[src/rtl/i2s_rx.sv]
//==============================================================================
// Module      : i2s_rx
// Description : I2S receiver. Oversamples bclk/lrclk/sdata on the system
//               clock, deserialises left/right slots into DATA_WIDTH-bit
//               two's-complement words and presents each stereo pair on a
//               valid/ready output with a sticky overrun flag.
//               Optional peak meter enabled by defining I2S_RX_PEAK_EN.
// Revision    : 1.0 - initial release
//==============================================================================
`timescale 1ns/1ps
`default_nettype none

module i2s_rx #(
    parameter int DATA_WIDTH = 24
) (
    input  logic                  clk,
    input  logic                  rst_n,
    input  logic                  bclk,
    input  logic                  lrclk,
    input  logic                  sdata,
    output logic                  out_valid,
    input  logic                  out_ready,
    output logic [DATA_WIDTH-1:0] out_left,
    output logic [DATA_WIDTH-1:0] out_right,
    output logic                  overrun,
    input  logic                  overrun_clr,
    output logic [DATA_WIDTH-2:0] peak_l,
    output logic [DATA_WIDTH-2:0] peak_r,
    input  logic                  peak_clr
);

    localparam logic [0:0] ST_UNSYNC = 1'b0;
    localparam logic [0:0] ST_SYNC   = 1'b1;
    localparam logic [5:0] CNT_MAX   = 6'd63;

    logic                  r_bclk_meta;
    logic                  r_bclk_sync;
    logic                  r_bclk_prev;
    logic                  r_lr_meta;
    logic                  r_lr_sync;
    logic                  r_sd_meta;
    logic                  r_sd_sync;
    logic                  r_lr_prev;
    logic [5:0]            r_cnt;
    logic [DATA_WIDTH-1:0] r_shift;
    logic [0:0]            r_state;
    logic                  r_left_present;
    logic [DATA_WIDTH-1:0] r_left_hold;

    logic                  w_rise;
    logic                  w_slot_end;
    logic [DATA_WIDTH-1:0] w_bit_mask;
    logic [DATA_WIDTH-1:0] w_word;
    logic                  w_frame;
    logic                  w_accept;
    logic                  w_drop;

    // Two-flop synchronizers for the codec pins plus a delayed bclk for edge detect
    always_ff @(posedge clk or negedge rst_n) begin
        if (!rst_n) begin
            r_bclk_meta <= 1'b0;
            r_bclk_sync <= 1'b0;
            r_bclk_prev <= 1'b0;
            r_lr_meta   <= 1'b0;
            r_lr_sync   <= 1'b0;
            r_sd_meta   <= 1'b0;
            r_sd_sync   <= 1'b0;
        end else begin
            r_bclk_meta <= bclk;
            r_bclk_sync <= r_bclk_meta;
            r_bclk_prev <= r_bclk_sync;
            r_lr_meta   <= lrclk;
            r_lr_sync   <= r_lr_meta;
            r_sd_meta   <= sdata;
            r_sd_sync   <= r_sd_meta;
        end
    end

    assign w_rise     = r_bclk_sync & ~r_bclk_prev;
    assign w_slot_end = w_rise & (r_lr_sync != r_lr_prev);

    // One-hot position of the current bit (MSB first); all-zero once the
    // counter passes DATA_WIDTH so surplus slot bits fall away
    always_comb begin
        w_bit_mask = '0;
        for (int i = 0; i < DATA_WIDTH; i++) begin
            if (r_cnt == 6'(DATA_WIDTH - 1 - i)) begin
                w_bit_mask[i] = 1'b1;
            end
        end
    end

    // The bit sampled on the lrclk-change rise is the ending word's LSB, so it
    // is merged into the word being latched but never into the new slot
    assign w_word = r_shift | (w_bit_mask & {DATA_WIDTH{r_sd_sync}});

    // Slot deserialiser: bit counter and left-aligned shift register
    always_ff @(posedge clk or negedge rst_n) begin
        if (!rst_n) begin
            r_lr_prev <= 1'b0;
            r_cnt     <= '0;
            r_shift   <= '0;
        end else if (w_rise) begin
            r_lr_prev <= r_lr_sync;
            if (w_slot_end) begin
                r_cnt   <= '0;
                r_shift <= '0;
            end else begin
                r_cnt   <= (r_cnt == CNT_MAX) ? CNT_MAX : r_cnt + 6'd1;
                r_shift <= w_word;
            end
        end
    end

    // Slot-end state machine: first transition only establishes alignment
    always_ff @(posedge clk or negedge rst_n) begin
        if (!rst_n) begin
            r_state        <= ST_UNSYNC;
            r_left_present <= 1'b0;
            r_left_hold    <= '0;
        end else if (w_slot_end) begin
            if (r_state == ST_UNSYNC) begin
                r_state <= ST_SYNC;
            end else if (r_lr_sync) begin
                r_left_hold    <= w_word;
                r_left_present <= 1'b1;
            end else begin
                r_left_present <= 1'b0;
            end
        end
    end

    assign w_frame  = w_slot_end & (r_state == ST_SYNC) & ~r_lr_sync & r_left_present;
    assign w_accept = out_valid & out_ready;
    assign w_drop   = w_frame & out_valid & ~out_ready;

    // Output holding register with valid/ready handshake
    always_ff @(posedge clk or negedge rst_n) begin
        if (!rst_n) begin
            out_valid <= 1'b0;
            out_left  <= '0;
            out_right <= '0;
        end else if (w_frame && (!out_valid || out_ready)) begin
            out_valid <= 1'b1;
            out_left  <= r_left_hold;
            out_right <= w_word;
        end else if (w_accept) begin
            out_valid <= 1'b0;
        end
    end

    // Sticky overrun; a fresh drop wins over a simultaneous clear
    always_ff @(posedge clk or negedge rst_n) begin
        if (!rst_n) begin
            overrun <= 1'b0;
        end else if (w_drop) begin
            overrun <= 1'b1;
        end else if (overrun_clr) begin
            overrun <= 1'b0;
        end
    end

`ifdef I2S_RX_PEAK_EN
    logic [DATA_WIDTH-2:0] r_peak_l;
    logic [DATA_WIDTH-2:0] r_peak_r;
    logic [DATA_WIDTH-2:0] w_mag_l;
    logic [DATA_WIDTH-2:0] w_mag_r;
    logic [DATA_WIDTH-2:0] w_base_l;
    logic [DATA_WIDTH-2:0] w_base_r;

    // Magnitude of a two's-complement sample, most-negative saturated
    function automatic logic [DATA_WIDTH-2:0] f_mag(input logic [DATA_WIDTH-1:0] s);
        logic [DATA_WIDTH-1:0] neg;
        neg = -s;
        if (!s[DATA_WIDTH-1]) begin
            return s[DATA_WIDTH-2:0];
        end else if (s == {1'b1, {(DATA_WIDTH-1){1'b0}}}) begin
            return '1;
        end else begin
            return neg[DATA_WIDTH-2:0];
        end
    endfunction

    assign w_mag_l  = f_mag(r_left_hold);
    assign w_mag_r  = f_mag(w_word);
    assign w_base_l = peak_clr ? '0 : r_peak_l;
    assign w_base_r = peak_clr ? '0 : r_peak_r;

    // Peak hold over every completed frame, stored or dropped
    always_ff @(posedge clk or negedge rst_n) begin
        if (!rst_n) begin
            r_peak_l <= '0;
            r_peak_r <= '0;
        end else if (w_frame) begin
            r_peak_l <= (w_mag_l > w_base_l) ? w_mag_l : w_base_l;
            r_peak_r <= (w_mag_r > w_base_r) ? w_mag_r : w_base_r;
        end else if (peak_clr) begin
            r_peak_l <= '0;
            r_peak_r <= '0;
        end
    end

    assign peak_l = r_peak_l;
    assign peak_r = r_peak_r;
`else
    logic w_unused_peak_clr;

    assign w_unused_peak_clr = peak_clr;
    assign peak_l            = '0;
    assign peak_r            = '0;
`endif

endmodule

`default_nettype wire

[config.mk]
export PLATFORM = sky130hd
export DESIGN_NAME = i2s_rx
export DESIGN_NICKNAME = d
export VERILOG_FILES = /design/src/rtl/i2s_rx.sv
export SDC_FILE = /design/constraint.sdc
export NUM_CORES = 1
export LEC_CHECK = 0
export BUFFER_PORTS_ARGS = -buffer_cell sky130_fd_sc_hd__clkbuf_2
export CORE_MARGIN = 1.5
export CORE_UTILIZATION = 55
export CTS_CLUSTER_DIAMETER = 40
export DETAILED_ROUTE_END_ITERATION = 12
export HOLD_SLACK_MARGIN = 0.15
export PLACE_DENSITY_LB_ADDON = 0.15
export SLEW_MARGIN = 20
export SYNTH_ARGS = -nofsm -noshare
export SYNTH_HDL_FRONTEND = slang
export SYNTH_SLANG_ARGS = --single-unit
export TNS_END_PERCENT = 5
[constraint.sdc]
create_clock -name clk -period 2 [get_ports clk]
set_clock_uncertainty 0.05 [all_clocks]
set_input_delay 0.3 -clock clk [delete_from_list [all_inputs] [get_ports clk]]
set_output_delay 0.3 -clock clk [all_outputs]
set_load 0.03 [all_outputs]
==> results of run 1 <==
## routing by layer
layer	wire length (um)	vias up	global-route usage
met3	336	15	0.0467
met1	4300	1630	0.276
li1	-	1442	-
met4	147	0	0.0845
met5	0	-	0
met2	4690	81	0.341
## area by class of cell
type                       instances  area share
timing repair buffer              85      0.0918
clock buffer                      19      0.0714
sequential                       114       0.472
tap                              111      0.0230
multi-input combinational        246       0.318
inverter                           3     0.00186
clock inverter                    13      0.0225
## state kept, by name, indices dropped and copies added (netlist names)
register / cells
out_valid: 1
r_state: 1
out_left: 24
r_lr_sync: 1
r_lr_prev: 1
r_left_hold: 24
r_cnt: 6
r_lr_meta: 1
r_sd_sync: 1
out_right: 24
r_bclk_meta: 1
r_shift: 24
r_bclk_sync: 1
overrun: 1
r_sd_meta: 1
r_left_present: 1
r_bclk_prev: 1
## kinds of logic after synthesis
| logic type | after synthesis | synth area share |
|---|---|---|
| buffers and inverters | 74 | 0.106 |
| muxes | 72 | 0.172 |
| adders and majority gates | 4 | 0.00971 |
| xor gates and xnor gates | 1 | 0.00170 |
| AOI/OAI and AO/OA | 64 | 0.0838 |
| DFF | 114 | 0.554 |
| and+or+nand+nor | 59 | 0.0724 |
| other | 1 | 0.000728 |
## per-stage QoR
step | power [W] | instances
6_report | 0.00633 | 591
5_1_grt | 0.00660 | 591
4_1_cts | 0.00639 | 591
3_5_place_dp | 0.00349 | 552
3_3_place_gp | 0.00347 | 552
2_1_floorplan | 0.00326 | 434
## placed cells by master (no fill, tap or decap), types with 2 or more instances in the layout
master / instances
dfrtp_1: 114
clkbuf_2: 55
mux2_2: 52
conb_1: 46
nor2_1: 26
a21oi_1: 21
mux2_4: 20
buf_4: 20
clkbuf_16: 16
a21o_1: 13
a31o_2: 12
a31oi_1: 8
dlygate4sd3_1: 7
nand2_1: 6
nor4bb_1: 4
ha_1: 4
clkinv_2: 4
clkinvlp_4: 4
inv_1: 3
nor2b_1: 3
a41oi_1: 3
o22ai_1: 3
buf_12: 3
a211oi_1: 2
and4bb_2: 2
and4b_1: 2
nand4_1: 2
clkbuf_8: 2
bufinv_16: 2
clkinv_4: 2
## power groups by stage
stage	combinational (W)	sequential, W	clock [W]
after floorplan	0.000572	0.00269	0
after global placement	0.000856	0.00261	0
after detailed placement	0.000872	0.00262	0
after CTS	0.000893	0.00258	0.00291
after global routing	0.000966	0.00261	0.00302
final	0.000887	0.00259	0.00286
## worst paths after layout
path,from,to,cells after the start
max,r_cnt[0],out_right[9],6
min,rst_n,out_right[4],2
max reg2reg,r_cnt[0],out_right[9],6
min reg2reg,r_bclk_meta,r_bclk_sync,0
max in group asynchronous,rst_n,out_left[16],3
min in group clk,r_bclk_meta,r_bclk_sync,0
## what timing repair did
item / CTS / global route
endpoints found under the hold margin: 119 / 0
gates resized for setup: 0 / 0
hold buffers: 7 / 0
## worst max-delay path: cells and delay by family (launching register included)
kind / cells / cell delay, ns
AO/OA/AOI/OAI: 1 / 0.26
flip-flops: 1 / 0.46
buffers and inverters: 2 / 0.32
AND/OR/NAND/NOR: 1 / 0.15
multiplexers: 1 / 0.26
adder cells (fa/ha/maj): 1 / 0.29
==> summary.txt, run 1 <==
Flops & latches, synth: 114
R2R Setup Slk: 0.10 ns
Synth warnings: 0
Min setup slack post-route: 0.105 ns
Int Power: 0.00458 W
Final setup viols: 0
Clock transition at path regs: 0.05 ns
IO Count: 104
Fraction of layout cells with a size suffix above 1: 0.419
First drt pass iteration count: 4
Area Overhead vs Synth: 17.4%
Syn Std Cell Area: 5150 um^2
Vias in the first global route: 3195
Post-synth top area cell: dfrtp_1
Chip height: 99.8 um
Worst Path Arrival: 2.24 ns
Top_reg_cell synth: dfrtp_1
Initial core utilization: 0.563
Slew Limit Fails: 0
CTS tree: done
Post-CTS Setup Bufs: 0
Sum Neg Setup Slack: 0 ns
Initial drt markers: 156
Post-synthesis sequential area ratio: 0.554
Maximum capacitance violations: 0
CTS H-Tree Depth: 4
Critical Path, Cell by Cell: inv_1 > ha_1 > nor4bb_1 > buf_4 > a31o_2 > mux2_2
ANT cells: 0
Post-Place Worst Slack: 0.144 ns
# DRC: 0
Top-count cell post-synth: dfrtp_1
Max IR drop VDD: 0.000575 V
Hpwl dp: 6.03 mm
RSZ-0062 raised after global routing: no
Reg area: 2850 um^2
Crit start category: flip-flop
Flop pwr share: 0.408
CTS sink count: 114
Grt ovf: 0
CP max stage delay: 0.46 ns
Outcome: completed
Async set or reset register ratio after synthesis: 1.00
Die area: 9960 um^2
Switching share of power: 0.276
Avg WL per Cell: 16.0 um
Post-synth EDFFs: 0
Peak fanout along the critical path: 8
Logic pwr share: 0.140
Achievable Freq: 528 MHz
Buffers on Ports: 56
Area after DPL: 5410 um^2
Leakage power: 3.22 nW
First-pass GRT wire length: 16.0 mm
Worst slew pin tran: 0.554 ns
Slowest cell on crit path: dfrtp_1
Routed vias: 3168
Fin crit share: 0.948
Gr usage total: 0.210
Clk network pwr share: 0.452
Clock Latency Late Sink: 0.51 ns
Sw Pwr: 0.00175 W
Share of the synthesized area in the top cell type: 0.554
Hold Vio Cnt, Final: 0
Largest net degree at the start of global routing: 60
Initial antenna violation count: 0
# nets final: 479
PD cells: 1050 nW/um^2
Final WL: 9.47 mm
Via/cell ratio: 5.36
Die Wd: 99.8 um
WP data required: 2.35 ns
Design area: 6050 um^2
Post-synth cell types: 42
Post-Syn Instances: 389
Multi-input combinational cell area: 1920 um^2
Routed Antenna Nets: 0
Synth area leaders: dfrtp_1 55%, mux2_2 11%, buf_4 7.1%
TritonCTS Buffers: 17
Crit path kind: flip-flop to flip-flop
Critical path capture point type: flip-flop
# rows: 35
Fill cells: 681
Final core occ: 0.661
Syn Area/Cell: 13.2 um^2
CORE AREA: 9150 um^2
Hold slack: 0.194 ns
Max_slew headroom: 0.631
GPL Wtd Cong: 0.825
Clock Tree Buf Depth: 2
Final min period: 1.90 ns
Clk root buf: clkbuf_8
Hold Crit Class: primary input to async pin
Post-synth top cells: 114 x dfrtp_1, 52 x mux2_2, 49 x buf_4, 26 x nor2_1, 21 x a21oi_1
No activity file was read; power rests on OpenSTA's default activity.
==> run 2: changes to the inputs <==
--- a/config.mk
+++ b/config.mk
@@ -5,11 +5,11 @@
 export SDC_FILE = /design/constraint.sdc
 export NUM_CORES = 1
 export LEC_CHECK = 0
-export BUFFER_PORTS_ARGS = -buffer_cell sky130_fd_sc_hd__clkbuf_2
 export CORE_MARGIN = 1.5
 export CORE_UTILIZATION = 55
 export CTS_CLUSTER_DIAMETER = 40
 export DETAILED_ROUTE_END_ITERATION = 12
+export DONT_BUFFER_PORTS = 1
 export HOLD_SLACK_MARGIN = 0.15
 export PLACE_DENSITY_LB_ADDON = 0.15
 export SLEW_MARGIN = 20
==> run 2 against run 1 <==
The flow now finishes with violations (negative hold slack). Worst setup slack improved by 0.0072 ns. Non-clock buffer count decreased by 58. Cell count decreased by 9.8%. Sequential cell count unchanged. Hold slack got worse by 0.76 ns. Sequential power grew 4%. Largest cell class unchanged. Largest power group unchanged.
==> summary.txt, run 2 (synthesis results as in run 1) <==
ANT cells: 0
WP data required: 2.34 ns
Hold Crit Class: primary input to async pin
Achievable Freq: 530 MHz
IO Count: 104
Critical path capture point type: flip-flop
Chip height: 99.8 um
Clock Latency Late Sink: 0.52 ns
Slew Limit Fails: 0
Initial antenna violation count: 0
# rows: 35
TritonCTS Buffers: 17
WL met1: 3.95 mm
Routed Antenna Nets: 0
Fraction of layout cells with a size suffix above 1: 0.339
Area Overhead vs Synth: 11.7%
Crit path kind: flip-flop to flip-flop
Hold slack: -0.568 ns
Fin crit share: 0.944
Multi-input combinational cell area: 1920 um^2
Post-CTS Setup Bufs: 0
# nets final: 421
Hpwl dp: 5.66 mm
CORE AREA: 9150 um^2
Most frequent cells in the layout: 114 x dfrtp_1, 52 x mux2_2, 46 x conb_1
Final min period: 1.89 ns
Grt ovf: 0
Outcome: complete, but fails checks
Hold Vio Cnt, Final: 114
First-pass GRT wire length: 14.9 mm
Final Power: 0.00630 W
Clock transition at path regs: 0.05 ns
Vias in the first global route: 2919
Final WL: 8.91 mm
Area after DPL: 5110 um^2
Largest net degree at the start of global routing: 115
Clk root buf: clkbuf_8
Crit start category: flip-flop
Via/cell ratio: 5.47
Peak fanout along the critical path: 8
Leakage power: 2.96 nW
Worst slew pin tran: 0.542 ns
RSZ-0062 raised after global routing: no
Final setup viols: 0
Maximum capacitance violations: 0
CTS sink count: 114
CTS H-Tree Depth: 4
Final core occ: 0.629
Post-route non-filler standard cell count: 533
Design area: 5750 um^2
Max IR drop VDD: 0.000737 V
Clock Tree Buf Depth: 2
DR WL met2: 4.38 mm
First drt pass iteration count: 4
Met3 routed WL: 464 um
Most common cell after layout, fill and taps aside: dfrtp_1
# DRC: 0
GPL Wtd Cong: 0.828
Cts hold-fix bufs: 6
Avg WL per Cell: 16.7 um
CTS tree: done
Initial drt markers: 125
Sum Neg Setup Slack: 0 ns
Fill cells: 699
Buffers on Ports: 0
Initial core utilization: 0.563
Top sig layer: met4
Die Wd: 99.8 um
Failing checks: negative hold slack
Reg area: 2850 um^2
Worst Path Arrival: 2.23 ns
Die area: 9960 um^2
Cells after DPL: 495
PD cells: 1100 nW/um^2
Gr usage total: 0.196
Routed vias: 2917
Max_slew headroom: 0.638
run 2: critical path, cell delays in order (launching register included):
cell      delay, ns
dfrtp_1        0.44
inv_1          0.14
ha_1           0.30
nor4bb_1       0.15
buf_4          0.18
a31o_2         0.25
mux2_2         0.26
run 2: power breakdown:
group | internal [W] | leakage [nW] | switching, W
Sequential | 0.00246 | 1.56 | 0.000237
Combinational | 0.000275 | 1.12 | 0.000387
Clock | 0.00195 | 0.281 | 0.000991
run 2: worst paths after layout:
kind | startpoint | endpoint | slack (ns) | cells after the start
setup reg to reg | r_cnt[0] | r_left_hold[9] | 0.11 | 6
hold reg to reg | r_bclk_meta | r_bclk_sync | 0.30 | 0
max in group asynchronous | rst_n | overrun | 2.35 | 0
min in group clk | lrclk | r_lr_meta | 0.29 | 1
hold / removal | rst_n | out_left[3] | -0.57 | 0
setup / recovery | r_cnt[0] | r_left_hold[9] | 0.11 | 6
run 2: final cells by class:
class                      instances  area share
clock buffer                      22      0.0787
clock inverter                    10      0.0230
inverter                           3     0.00196
multi-input combinational        246       0.334
sequential                       114       0.496
tap                              111      0.0241
timing repair buffer              27      0.0422
run 2: routing by layer:
layer	track usage	vias to the layer above
met5	0	-
met4	0.0813	0
met3	0.0710	12
met2	0.307	78
met1	0.249	1508
li1	-	1319
run 2: repair_timing:
| action | in CTS | in global routing |
|---|---|---|
| endpoints found under the hold margin | 119 | 114 |
| gates resized for setup | 0 | 1 |
| setup endpoints to repair | 0 | 1 |
run 2: per-stage QoR:
stage	setup slack, ns	hold WS (ns)
after floorplan	0.293	-0.0456
after global placement	0.186	-0.0427
after detailed placement	0.124	-0.0429
after CTS	0.110	-0.588
after global routing	0.0155	-0.597
final	0.112	-0.568
==> run 3: changes to the inputs <==
--- a/config.mk
+++ b/config.mk
@@ -11,7 +11,7 @@
 export DETAILED_ROUTE_END_ITERATION = 12
 export DONT_BUFFER_PORTS = 1
 export HOLD_SLACK_MARGIN = 0.15
-export PLACE_DENSITY_LB_ADDON = 0.15
+export PLACE_DENSITY = 0.7
 export SLEW_MARGIN = 20
 export SYNTH_ARGS = -nofsm -noshare
 export SYNTH_HDL_FRONTEND = slang
==> run 3 against run 2 <==
Critical path depth decreased by 2. First-iteration DRC count grew 4.8%. Largest power group unchanged. Wire length rose by 0.67%. The run still ends with negative hold slack left. Worst setup slack better by 0.00080 ns.
==> summary.txt, run 3 (synthesis results as in run 1) <==
Outcome: complete, but fails checks
Failing checks: negative hold slack
RSZ-0062 raised after global routing: no
Clock Latency Late Sink: 0.51 ns
Initial core utilization: 0.563
Area Overhead vs Synth: 12.3%
DR WL met2: 4.52 mm
Hold slack: -0.560 ns
Gr usage total: 0.193
# DRC: 0
Final Power: 0.00653 W
Clock transition at path regs: 0.05 ns
Most common cell after layout, fill and taps aside: dfrtp_1
Critical Path, Cell by Cell: and2b_1 > nand4_1 > o22ai_1 > dlygate4sd3_1
Final setup viols: 0
First drt pass iteration count: 4
Critical path capture point type: flip-flop
Avg WL per Cell: 16.9 um
PD cells: 1130 nW/um^2
Peak fanout along the critical path: 10
Top sig layer: met4
WP data required: 2.39 ns
Crit path kind: flip-flop to flip-flop
Largest net degree at the start of global routing: 115
TritonCTS Buffers: 17
Worst path bufs/invs: 1
Vias in the first global route: 2871
Via/cell ratio: 5.44
Initial antenna violation count: 0
Max IR drop VDD: 0.000841 V
Cts hold-fix bufs: 6
Slew Limit Fails: 0
# rows: 35
R2R Path Start: r_bclk_sync
# nets final: 418
CTS H-Tree Depth: 4
Grt ovf: 0
Most frequent cells in the layout: 113 x dfrtp_1, 52 x mux2_2, 46 x conb_1
Final min period: 1.89 ns
CTS tree: done
Worst Path Arrival: 2.27 ns
R2R Setup Slk: 0.11 ns
CP max stage delay: 0.57 ns
Routed vias: 2881
Chip height: 99.8 um
First-pass GRT wire length: 14.8 mm
Hold Crit Class: primary input to async pin
Leakage power: 2.98 nW
WL met1: 3.91 mm
IO Count: 104
GPL Wtd Cong: 0.846
Die area: 9960 um^2
Slowest cell on crit path: dlygate4sd3_1
Max_slew headroom: 0.564
Hold Vio Cnt, Final: 114
Worst r2r path cells: 4
Reg2reg end: overrun
Routed Antenna Nets: 0
Achievable Freq: 530 MHz
Delay-heaviest family, CP: buffers and inverters
Die Wd: 99.8 um
Clock Tree Buf Depth: 2
Worst slew pin tran: 0.651 ns
Final WL: 8.97 mm
Fin crit share: 0.944
Maximum capacitance violations: 0
Hpwl dp: 5.81 mm
Sum Neg Setup Slack: 0 ns
CTS sink count: 114
Met3 routed WL: 422 um
Buffers on Ports: 0
Fraction of layout cells with a size suffix above 1: 0.337
ANT cells: 0
Initial drt markers: 131
Clk root buf: clkbuf_8
Crit start category: flip-flop
Post-CTS Setup Bufs: 0
CORE AREA: 9150 um^2
-- run 3: changes by cell type in the layout (fill, tap and decap cells not counted), sizes merged --
cell,change
clkinvlp,-3
buf,-3
clkbuf,+2
bufinv,+1
-- run 3: area by class of cell --
| cell class | instances | area (um^2) |
|---|---|---|
| tap | 111 | 139 |
| timing repair buffer | 24 | 220 |
| clock inverter | 8 | 148 |
| sequential | 114 | 2850 |
| fill | 713 | 3370 |
| inverter | 3 | 11.3 |
| multi-input combinational | 246 | 1920 |
| clock buffer | 24 | 490 |
-- run 3: worst max path at each step --
stage | startpoint | to | slack [ns] | cells past startpoint
after global routing | r_bclk_sync | overrun | 0.01 | 4
after detailed placement | r_cnt[0] | r_left_hold[11] | 0.12 | 6
final | r_bclk_sync | overrun | 0.11 | 4
after global placement | r_cnt[0] | out_right[11] | 0.16 | 6
after CTS | r_cnt[0] | out_right[11] | 0.11 | 6
after floorplan | r_cnt[0] | out_right[11] | 0.29 | 6
-- run 3: power by group --
part	switching (W)	internal [W]
sequential	0.000233	0.00246
combinational	0.000383	0.000255
clock	0.00100	0.00219
total	0.00162	0.00491
-- run 3: stage by stage --
| step | hold slack [ns] | std cells | instance area (um^2) | utilization | setup WS [ns] |
|---|---|---|---|---|---|
| floorplan | -0.0456 | 434 | 5320 | - | 0.293 |
| global placement | -0.0428 | 492 | 5080 | 0.556 | 0.159 |
| detailed placement | -0.0428 | 492 | 5080 | 0.556 | 0.117 |
| CTS | -0.583 | 530 | 5780 | 0.632 | 0.111 |
| global route | -0.596 | 530 | 5780 | 0.632 | 0.0108 |
| finish | -0.560 | 530 | 5780 | 0.632 | 0.113 |
-- run 3: repair_timing --
item	4_1_cts	5_1_grt
setup endpoints to repair	0	4
endpoints found under the hold margin	119	114
resized for setup	0	1
-- run 3: layer usage --
layer | vias to the layer above | track usage
met3 | 12 | 0.0585
li1 | 1311 | -
met5 | - | 0
met1 | 1467 | 0.248
met4 | 0 | 0.0780
met2 | 91 | 0.309
-- run 3: worst register-to-register path: cells and delay by family (launching register included) --
kind,cells,cell delay (ns)
and+or+nand+nor,2,0.56
AOI/OAI and AO/OA,1,0.16
buffers and inverters,1,0.57
DFF,1,0.49
